<file path="src/rtl/morse_pkg.sv">
// Shared Morse definitions for the transmitter and the decoder path.
// Codes are packed as four 2-bit symbols, with the first symbol in [7:6].
package morse_pkg;

   localparam logic [1:0] SYM_EMPTY = 2'b00;
   localparam logic [1:0] SYM_DOT   = 2'b01;
   localparam logic [1:0] SYM_DASH  = 2'b10;
   localparam logic [1:0] SYM_RSVD  = 2'b11;

   localparam int DEFAULT_UNIT_TICKS = 12_500_000;

   typedef enum logic [1:0] {
      IDLE,
      MARK,
      SPACE,
      GAP
   } morse_state_t;

   // Returns symbol idx of a packed code; idx 0 is the first symbol.
   function automatic logic [1:0] sym_at(input logic [7:0] code, input logic [1:0] idx);
      logic [7:0] shifted;
      shifted = code << {idx, 1'b0};
      return shifted[7:6];
   endfunction

endpackage

</file>
<file path="src/rtl/morse_encoder_rom.sv">
// ASCII to packed Morse lookup, the inverse of the decoder mapping.
// Lowercase is folded to uppercase; anything outside A-Z clears code_valid.
module morse_encoder_rom
   import morse_pkg::*;
(
   input  logic [7:0] ascii,
   output logic [7:0] code,
   output logic       code_valid
);

   logic [7:0] upper;

   always_comb begin
      upper      = ascii;
      code       = 8'h00;
      code_valid = 1'b1;
      if (ascii >= 8'h61 && ascii <= 8'h7A) begin
         upper = ascii - 8'h20;
      end
      case (upper)
         "A": code = 8'h60;
         "B": code = 8'h95;
         "C": code = 8'h99;
         "D": code = 8'h94;
         "E": code = 8'h40;
         "F": code = 8'h59;
         "G": code = 8'hA4;
         "H": code = 8'h55;
         "I": code = 8'h50;
         "J": code = 8'h6A;
         "K": code = 8'h98;
         "L": code = 8'h65;
         "M": code = 8'hA0;
         "N": code = 8'h90;
         "O": code = 8'hA8;
         "P": code = 8'h69;
         "Q": code = 8'hA6;
         "R": code = 8'h64;
         "S": code = 8'h54;
         "T": code = 8'h80;
         "U": code = 8'h58;
         "V": code = 8'h56;
         "W": code = 8'h68;
         "X": code = 8'h96;
         "Y": code = 8'h9A;
         "Z": code = 8'hA5;
         default: code_valid = 1'b0;
      endcase
   end

endmodule

</file>
<file path="src/rtl/morse_transmitter.sv">
// Keys one ASCII letter as Morse on tone: dot 1 unit, dash 3 units, 1 unit between symbols, 3-unit trailing gap.
// Handshake: a letter is taken on a rising edge where letter_valid && ready; ready is high only in IDLE.
module morse_transmitter
   import morse_pkg::*;
#(
   parameter int UNIT_TICKS = DEFAULT_UNIT_TICKS
) (
   input  logic       clk,
   input  logic       rst,
   input  logic       letter_valid,
   input  logic [7:0] letter,
   output logic       ready,
   output logic       tone,
   output logic [7:0] MorsePacked,
   output logic       done,
   output logic       error
);

   localparam int CNT_W = (3 * UNIT_TICKS > 1) ? $clog2(3 * UNIT_TICKS) : 1;
   localparam logic [CNT_W-1:0] UNIT_LOAD = CNT_W'(UNIT_TICKS - 1);
   localparam logic [CNT_W-1:0] LONG_LOAD = CNT_W'(3 * UNIT_TICKS - 1);

   morse_state_t     state_q, state_d;
   logic [CNT_W-1:0] cnt_q, cnt_d;
   logic [1:0]       idx_q, idx_d;
   logic [7:0]       code_q, code_d;
   logic             tone_q, tone_d;
   logic             done_q, done_d;
   logic             error_q, error_d;

   logic [7:0]       rom_code;
   logic             rom_valid;
   logic [1:0]       next_sym;

   morse_encoder_rom u_rom (
      .ascii      (letter),
      .code       (rom_code),
      .code_valid (rom_valid)
   );

   function automatic logic [CNT_W-1:0] mark_load(input logic [1:0] sym);
      return (sym == SYM_DASH) ? LONG_LOAD : UNIT_LOAD;
   endfunction

   always_comb begin
      state_d  = state_q;
      cnt_d    = cnt_q;
      idx_d    = idx_q;
      code_d   = code_q;
      done_d   = 1'b0;
      error_d  = 1'b0;
      next_sym = (idx_q == 2'd3) ? SYM_EMPTY : sym_at(code_q, idx_q + 2'd1);
      case (state_q)
         IDLE: begin
            if (letter_valid) begin
               if (rom_valid) begin
                  code_d  = rom_code;
                  idx_d   = 2'd0;
                  cnt_d   = mark_load(rom_code[7:6]);
                  state_d = MARK;
               end else begin
                  error_d = 1'b1;
               end
            end
         end
         MARK: begin
            if (cnt_q != '0) begin
               cnt_d = cnt_q - CNT_W'(1);
            end else if (next_sym == SYM_DOT || next_sym == SYM_DASH) begin
               cnt_d   = UNIT_LOAD;
               state_d = SPACE;
            end else begin
               // Empty or reserved next symbol both terminate the letter.
               cnt_d   = LONG_LOAD;
               state_d = GAP;
            end
         end
         SPACE: begin
            if (cnt_q != '0) begin
               cnt_d = cnt_q - CNT_W'(1);
            end else begin
               idx_d   = idx_q + 2'd1;
               cnt_d   = mark_load(next_sym);
               state_d = MARK;
            end
         end
         GAP: begin
            if (cnt_q != '0) begin
               cnt_d = cnt_q - CNT_W'(1);
            end else begin
               done_d  = 1'b1;
               state_d = IDLE;
            end
         end
         default: state_d = IDLE;
      endcase
      tone_d = (state_d == MARK);
   end

   always_ff @(posedge clk or posedge rst) begin
      if (rst) begin
         state_q <= IDLE;
         cnt_q   <= '0;
         idx_q   <= 2'd0;
         code_q  <= 8'h00;
         tone_q  <= 1'b0;
         done_q  <= 1'b0;
         error_q <= 1'b0;
      end else begin
         state_q <= state_d;
         cnt_q   <= cnt_d;
         idx_q   <= idx_d;
         code_q  <= code_d;
         tone_q  <= tone_d;
         done_q  <= done_d;
         error_q <= error_d;
      end
   end

   assign ready       = (state_q == IDLE);
   assign tone        = tone_q;
   assign MorsePacked = code_q;
   assign done        = done_q;
   assign error       = error_q;

endmodule

</file>
<file path="config.mk">
export PLATFORM = sky130hd
export DESIGN_NAME = morse_transmitter
export DESIGN_NICKNAME = d
export VERILOG_FILES = /design/src/rtl/morse_pkg.sv /design/src/rtl/morse_encoder_rom.sv /design/src/rtl/morse_transmitter.sv
export SDC_FILE = /design/constraint.sdc
export NUM_CORES = 1
export LEC_CHECK = 0
export CORE_ASPECT_RATIO = 0.5
export CORE_MARGIN = 2
export CORE_UTILIZATION = 38
export DETAILED_ROUTE_END_ITERATION = 10
export HOLD_SLACK_MARGIN = 0.02
export PLACE_DENSITY = 0.58
export RECOVER_POWER = 50
export SYNTH_ARGS = -nofsm -noshare
export SYNTH_HDL_FRONTEND = slang
export SYNTH_SLANG_ARGS = --single-unit
</file>
<file path="constraint.sdc">
create_clock -name clk -period 2.34 [get_ports clk]
set_input_delay 0.351 -clock clk [delete_from_list [all_inputs] [get_ports clk]]
set_output_delay 0.351 -clock clk [all_outputs]
set_load 0.01 [all_outputs]
</file>
==> reports/results.ini, run 1 <==
[routing]
via_count = 2874
drc_errors = 0
initialDrtViolationCount = 185
wl_per_cell_um = 16.2
viasPerCell = 5.81
firstDrtPassIters = 5
wl_mm = 8.01
postRouteAntennaNets = 0

[cells_and_area]
instances_no_fill = 495
synthToLayoutAreaGrowth_pct = 27.6
utilization_pct = 50.1
mostFrequentLayoutCells = 46 x nand2_1, 40 x dfrtp_1, 36 x buf_4, 27 x nor2_1, 25 x a21oi_1
final_common_cell = nand2_1
drive_gt1_share_pct = 22.8
final_nets = 413
nFillCells = 687
diodes = 0

[floorplanning]
rows = 22
io_pins = 23
core-area_mm2 = 0.00735
start_util_pct = 39.3
die_width_um = 127
die_y_um = 65.6
die_area_mm2 = 0.00835

[setup_path]
slowest_stage = mux4_2
path_class = reg -> reg
startpoint_type = flop
crit_path_max_fanout = 4
path_cells = buf_6 -> mux4_2 -> nor2b_4 -> ha_4 -> nor2_4 -> a41oi_2 -> o31ai_4 -> o2111ai_1 -> o21ai_1
worstPathArrival_ns = 2.42
end_kind = flop
cp_slowest_stage_delay_ns = 0.50
required_ns = 2.51

[cts]
cts-htree-levels = 2
ctsHoldBuffers = 0
clk_latency_ns = 0.29
clk_pin_slew_ns = 0.06
cts_num_sinks = 41
cts_tree = yes
clock-root-buffer = clkbuf_16
cts_buffer_depth = 2
post_cts_buffers = 0
cts_buffers = 5

[place]
portBuffers = 22
gp_congestion = 0.923
placedCellCount = 486
place_worst_setup_slack_ns = -0.340
hpwl_mm = 5.70

[synth]
ys_warn_count = 0
synthAdderAreaFrac_pct = 1.73
netlist_instances = 346
synth-xor-area-share_pct = 0.607
synth-compound-area-share_pct = 26.3
syn_nets = 361
avgSynthCellArea_um2 = 8.34
synthFlopType = dfrtp_1
synth_area_mm2 = 0.00289
synth_cell_type_count = 67
ys_seq_elements = 41
synth_edf_count = 0
synth-simple-area-share_pct = 29.0
synth_top_family_by_area = simple AND/OR/NAND/NOR gates
synthMuxAreaShare_pct = 2.25
async_flop_share_pct = 100
synth.yosys.seq_area_share_pct = 35.5

[min_path]
hold_class = reg -> reg

[sta]
rsz0062_at_grt = true
setup_ws_ns = 0.0888
finalCritPeriodShare_pct = 96.2
fmax_mhz = 444
relSlewSlack_pct = 29.5
worst-slew-pin-transition_ns = 1.06
min_period_ns = 2.25
finalSetupViolCount = 0
fin_skew_ns = 0.00621
hold_viol_final = 0
slew_viol_final = 0

[global_routing]
antenna_found_initial = 0
grt-ovfl-total = 0
grt_pass1_vias = 2731
grt_usage_pct = 20.2
grt_pass1_wl_mm = 13.4
grt_max_degree = 42

[pwr]
ir_drop_mv = 0.249
power.density_mw_per_mm2 = 420
p_leak_uw = 0.00155

[run]
max_cap_violations = 0

[outcome]
status = finished, final reports clean

## sequential cells by signal, summed over array words and instances, names as in the netlist
| name | flops |
|---|---|
| state_q | 2 |
| idx_q | 2 |
| tone | 1 |
| done | 1 |
| MorsePacked | 8 |
| error | 1 |
| cnt_q | 26 |
## per-stage QoR
step	area [um^2]	hold slack, ns	TNS, ns	power (uW)
final	3680	0.492	0	1550
after global routing	3680	0.536	-0.0336	1610
after CTS	3610	0.506	0	1560
after detailed placement	3440	0.492	-7.58	868
after global placement	3440	0.483	-3.84	864
after floorplan	2890	0.461	0	806
## worst max-delay path: cells and delay by family, from the launching register on
family          cells  cell delay (ns)
compound gates      4             0.64
mux                 1             0.50
flops               1             0.41
fa+ha+maj           1             0.29
simple gates        2             0.19
buf+inv             1             0.11
## routing by layer
metal / wire (um) / GRT usage (%)
met1: 3670 / 27.1
met3: 492 / 3.99
met4: 115 / 5.91
met5: 0 / 0
met2: 3740 / 33.4
## power breakdown
group	total (uW)	internal, uW	leakage [uW]	switching, uW
combinational	144	65.8	0.000991	78.2
clock	691	392	0.0000696	300
sequential	712	711	0.000484	1.55
total	1550	1170	0.00155	379
## synthesized netlist by cell type, types with 4 or more instances
master    count  area share [%]
a31oi_1       9             2.0
a21oi_1      25             4.3
buf_2         6             1.0
nand3_1       9             1.6
nor2_1       29             3.8
a21o_1        4             1.0
nor2b_1       8             1.7
inv_1        16             2.1
o21a_1        7             1.8
o22ai_1       6             1.3
dfrtp_1      41              36
clkbuf_1      9             1.2
ha_1          4             1.7
o21ai_1      17             2.9
and3_1        4            0.87
o21ai_0      18             3.1
nor3_1        8             1.4
nand2_1      46             6.0
nor4_1        5             1.1
## cell families after synthesis
group	after synthesis
AO/OA/AOI/OAI	115
XOR/XNOR	2
adder cells (fa/ha/maj)	4
buffers and inverters	32
flip-flops	41
multiplexers	4
AND/OR/NAND/NOR	148
## cell type report
class	instances	area, um^2	share of cell area [%]
clock buffers	5	125	3.40
flip-flops and latches	41	1030	27.9
inverters	16	63.8	1.73
clock inverters	3	17.5	0.476
repair buffers	61	512	13.9
multi-input cells	273	1820	49.4
well taps	96	120	3.26
## final timing paths
check,from,endpoint,slack [ns],depth (start not counted)
worst min register to register,MorsePacked[4],MorsePacked[4],0.49,2
max in group asynchronous,rst,idx_q[0],0.79,3
min in group asynchronous,rst,cnt_q[5],0.84,3
worst max-delay path,idx_q[0],cnt_q[15],0.09,9
worst max register to register,idx_q[0],cnt_q[15],0.09,9
worst min-delay path,MorsePacked[4],MorsePacked[4],0.49,2
## repair_timing
| action | 4_1_cts | 5_1_grt |
|---|---|---|
| endpoints found under the setup margin | 6 | 17 |
| pin swaps | 0 | 5 |
| resized for setup | 4 | 17 |
| gates cloned | 0 | 1 |
(Power assumes the default switching activity.)
==> inputs of run 2 (changes only) <==
- CORE_UTILIZATION: 38 -> 50
- PLACE_DENSITY: 0.58 -> 0.73
- SLEW_MARGIN: default -> 10
==> run 2 against run 1 <==
Compared with the run above: power grew 7.1%; cell area is essentially flat; register-to-register slack is essentially flat; non-clock buffer count grew 3; maximum frequency shrank 0.56%; combinational power shrank 3%; setup slack lost 0.013 ns; critical path type is now in -> reg.
==> reports/results.ini, run 2 (same netlist as run 1, synthesis figures left out) <==
[global_routing]
grt_pass1_vias = 2730
antenna_found_initial = 0
grt_usage_pct = 25.4
grt_max_degree = 18
grt-ovfl-total = 0
grt_pass1_wl_mm = 13.2

[pwr]
p_leak_uw = 0.00157
power.density_mw_per_mm2 = 450
ir_drop_mv = 0.282

[cts]
cts_tree = yes
cts_num_sinks = 41
clk_latency_ns = 0.28
cts_buffers = 5
cts_buffer_depth = 2
clk_pin_slew_ns = 0.06
clock-root-buffer = clkbuf_16
ctsHoldBuffers = 0
cts-htree-levels = 2

[routing]
via_count = 2887
wl_mm = 7.95
wl_per_cell_um = 16.7
viasPerCell = 6.08
postRouteAntennaNets = 0
drc_errors = 0
firstDrtPassIters = 7
initialDrtViolationCount = 130

[min_path]
hold_class = reg -> reg

[cells_and_area]
mostFrequentLayoutCells = 46 x nand2_1, 40 x dfrtp_1, 38 x buf_4, 28 x nor2_1, 25 x a21oi_1
register_area_mm2 = 0.00103
multiInputGateArea_mm2 = 0.00180
instances_no_fill = 475
largest_reg_flops = 26
drive_gt1_share_pct = 22.1
final_common_cell = nand2_1
nFillCells = 440
final_nets = 416
regMostFlops = cnt_q
diodes = 0
synthToLayoutAreaGrowth_pct = 27.7

[sta]
relSlewSlack_pct = 42.7
fin_skew_ns = 0.00503
hold_viol_final = 0
worst-slew-pin-transition_ns = 0.860
rsz0062_at_grt = true
setup_ws_ns = 0.0761
finalSetupViolCount = 0
fmax_mhz = 442
slew_viol_final = 0
min_period_ns = 2.26
finalCritPeriodShare_pct = 96.7

[floorplanning]
start_util_pct = 52.3
die_width_um = 111
rows = 19
die_area_mm2 = 0.00643
core-area_mm2 = 0.00552
die_y_um = 57.7
io_pins = 23

[setup_path]
end_kind = flop
required_ns = 2.50
worstPathArrival_ns = 2.42
slowest_stage = clkdlybuf4s50_1
crit_path_max_fanout = 6
cp_slowest_stage_delay_ns = 0.47
path_class = in -> reg
path_cells = clkdlybuf4s50_1 -> inv_1 -> ha_1 -> o21a_1 -> nor3_1 -> buf_4 -> nand3_2 -> a22oi_2 -> clkbuf_4 -> o21ai_1 -> o2bb2ai_1
startpoint_type = input port

[place]
gp_congestion = 0.964
hpwl_mm = 5.78
place_worst_setup_slack_ns = -0.184
placedCellCount = 465
portBuffers = 22

[outcome]
status = finished, final reports clean

[run]
max_cap_violations = 0

-- run 2: changes by cell type in the layout (fill, tap and decap cells not counted), sizes merged, moves of 2 or more --
cell	delta
clkbuf	+4
clkdlybuf4s50	+2
clkinv	-2
clkinvlp	-2
dlygate4sd3	-2
-- run 2: path summary, 6_finish.rpt --
path,startpoint,end,slack [ns],cells after the start
worst max-delay path,letter[5],cnt_q[6],0.08,11
worst min-delay path,MorsePacked[4],MorsePacked[4],0.50,2
worst max register to register,idx_q[0],cnt_q[15],0.08,9
worst min register to register,MorsePacked[4],MorsePacked[4],0.50,2
max in group asynchronous,rst,cnt_q[1],0.65,3
min in group asynchronous,rst,tone,0.54,2
-- run 2: repair_timing --
action	CTS	global route
setup endpoints to repair	3	16
pin swaps	0	6
cloned	0	1
setup buffers	0	1
resized for setup	3	16
-- run 2: critical path: cells and delay by family --
| family | cells | cell delay, ns |
|---|---|---|
| buffers and inverters | 4 | 0.92 |
| AOI/OAI and AO/OA | 4 | 0.61 |
| and+or+nand+nor | 2 | 0.27 |
| adders and majority gates | 1 | 0.28 |
-- run 2: cell type report --
type                    count  share of cell area, %
clock buffers               7                   3.87
flip-flops and latches     41                   27.9
multi-input cells         273                   48.9
clock inverters             1                  0.815
inverters                  16                   1.63
well taps                  73                   2.48
repair buffers             64                   14.4
-- run 2: per-stage QoR --
| stage | power, uW | hold WS, ns | utilization, % | TNS (ns) | area, um^2 |
|---|---|---|---|---|---|
| after floorplan | 806 | 0.461 | - | 0 | 2890 |
| after global placement | 863 | 0.483 | 62.1 | -2.25 | 3430 |
| after detailed placement | 866 | 0.488 | 62.1 | -2.96 | 3430 |
| after CTS | 1670 | 0.435 | 65.5 | 0 | 3610 |
| after global routing | 1710 | 0.543 | 66.8 | -0.263 | 3680 |
| final | 1660 | 0.503 | 66.8 | 0 | 3680 |
-- run 2: report_power, final --
group          leakage, uW  internal (uW)  switching [uW]
Sequential        0.000484            711            1.68
Combinational      0.00100           64.0            75.4
Clock            0.0000841            533             273
Total              0.00157           1310             350
-- run 2: routing by layer --
metal	GRT usage, %	part of all wire [%]
met4	7.94	1.4
met3	4.71	7.1
met5	0	0
met1	33.7	43
met2	43.2	48
==> inputs of run 3 (changes only) <==
- GPL_ROUTABILITY_DRIVEN: default -> 1
- PLACE_DENSITY: 0.73 -> 0.7
- clock period: 2.34 -> 2.45 ns (I/O delays scaled with it)
==> run 3 against run 2 <==
Compared with the run above: non-clock buffer count shrank 6; final cell count is 1.3% lower; utilization down 2.2 points; clock-buffer cell count fell by 2; highest routed layer unchanged; critical path depth is 2 lower; via count down 0.62%; first-iteration DRC count is 44% higher; routed wire length shrank 3.6%; clock power decreased by 20%; die area did not move; sequential cell count did not move; global-route usage down 0.46 points.
==> reports/results.ini, run 3 (same netlist as run 1, synthesis figures left out) <==
[cts]
cts_tree = yes
clk_latency_ns = 0.29
cts_buffer_depth = 2
cts_buffers = 5
ctsHoldBuffers = 0
clock-root-buffer = clkbuf_16
cts_num_sinks = 41
clk_pin_slew_ns = 0.06
cts-htree-levels = 2

[setup_path]
crit_path_max_fanout = 4
r2r-start = idx_q[0]
rr_worst_depth = 9
worstPathArrival_ns = 2.54
reg2reg_slack_ns = 0.08
required_ns = 2.62
path_class = reg -> reg
startpoint_type = flop
reg2reg_to = cnt_q[15]
end_kind = flop

[routing]
via_count = 2869
wl_mm = 7.66
firstDrtPassIters = 4
drc_errors = 0
viasPerCell = 6.12
wl_per_cell_um = 16.3
postRouteAntennaNets = 0
initialDrtViolationCount = 187

[cells_and_area]
synthToLayoutAreaGrowth_pct = 23.5
diodes = 0
final_nets = 410
final_common_cell = nand2_1
utilization_pct = 64.6
nFillCells = 477
drive_gt1_share_pct = 20.2
mostFrequentLayoutCells = 46 x nand2_1, 40 x dfrtp_1, 35 x buf_4, 29 x nor2_1, 25 x a21oi_1
largest_reg_flops = 26
instances_no_fill = 469
regMostFlops = cnt_q

[sta]
min_period_ns = 2.37
fin_tns_setup_ns = 0
fin_skew_ns = 0.00681
worst-slew-pin-transition_ns = 1.04
slew_viol_final = 0
relSlewSlack_pct = 30.9
fmax_mhz = 423
hold_viol_final = 0
holdWs_ns = 0.495
finalSetupViolCount = 0
finalCritPeriodShare_pct = 96.6

[min_path]
hold_end = MorsePacked[4]
hold_class = reg -> reg
hp-start = MorsePacked[4]
hold_depth = 2

[global_routing]
grt_pass1_vias = 2742
grt_max_degree = 42
grt-ovfl-total = 0
grt_usage_pct = 24.9
grt_pass1_wl_mm = 12.9
antenna_found_initial = 0

[pwr]
swShare_pct = 23.6
clkPwrFrac_pct = 44.3
p_leak_uw = 0.00153
p_total_uw = 1460
switchingPower_uw = 344
power.density_mw_per_mm2 = 408
p_comb_share_pct = 8.9
ir_drop_mv = 0.275
pwr-share-seq_pct = 46.7
internal-power_uw = 1110

[floorplanning]
rows = 19
core-area_mm2 = 0.00552
io_pins = 23
die_area_mm2 = 0.00643
die_y_um = 57.7
start_util_pct = 52.3
die_width_um = 111

[place]
placedCellCount = 460
hpwl_mm = 5.59
portBuffers = 22
gp_congestion = 0.918

[run]
max_cap_violations = 0

[outcome]
status = finished, final reports clean

run 3: worst max-delay path by stage:
stage	from	to	slack (ns)	cells past startpoint
after global routing	cnt_q[1]	cnt_q[13]	-0.006	10
after detailed placement	letter[5]	cnt_q[25]	-0.18	10
final	idx_q[0]	cnt_q[15]	0.08	9
after global placement	letter[5]	cnt_q[25]	-0.08	10
after CTS	idx_q[0]	cnt_q[15]	0.07	9
after floorplan	idx_q[0]	cnt_q[15]	0.14	9
run 3: area by class of cell:
cell class	instances	area, um^2	area share, %
clock inverters	3	17.5	0.491
repair buffers	58	488	13.7
flip-flops and latches	41	1030	28.8
multi-input cells	273	1760	49.2
inverters	16	60.1	1.68
well taps	73	91.3	2.56
clock buffers	5	125	3.51
run 3: critical path, stage by stage (launching register included):
cell and delay (ns):
dfrtp_2 0.40, buf_4 0.14, mux4_2 0.47, nor2b_1 0.15, ha_1 0.33, nor2_1 0.08, a41oi_2 0.26, o31ai_4 0.14
o2111ai_1 0.19, o21ai_1 0.09
run 3: power groups by stage:
stage               Clock, uW  Combinational [uW]  Sequential (uW)
finish                    645                 130              680
global route              678                 145              680
CTS                       656                 131              680
detailed placement          0                 130              693
global placement            0                 127              693
floorplan                   0                76.6              693
run 3: repair_timing:
| action | 4_1_cts | 5_1_grt |
|---|---|---|
| resized for setup | 1 | 4 |
| buffers inserted | 0 | 1 |
| setup endpoints to repair | 2 | 23 |
run 3: through the flow:
stage	setup WS (ns)	cell area, um^2
2_1_floorplan	0.140	2890
3_3_place_gp	-0.0772	3390
3_5_place_dp	-0.182	3390
4_1_cts	0.0711	3540
5_1_grt	-0.00577	3560
6_report	0.0837	3560
run 3: routing by layer:
layer | share of wire (%) | vias up | GRT usage, % | wire, um
li1 | - | 1384 | - | -
met1 | 46 | 1385 | 32.4 | 3510
met2 | 47 | 90 | 44.1 | 3620
met3 | 6.0 | 10 | 4.81 | 459
met4 | 0.97 | 0 | 6.00 | 74
met5 | 0 | - | 0 | 0
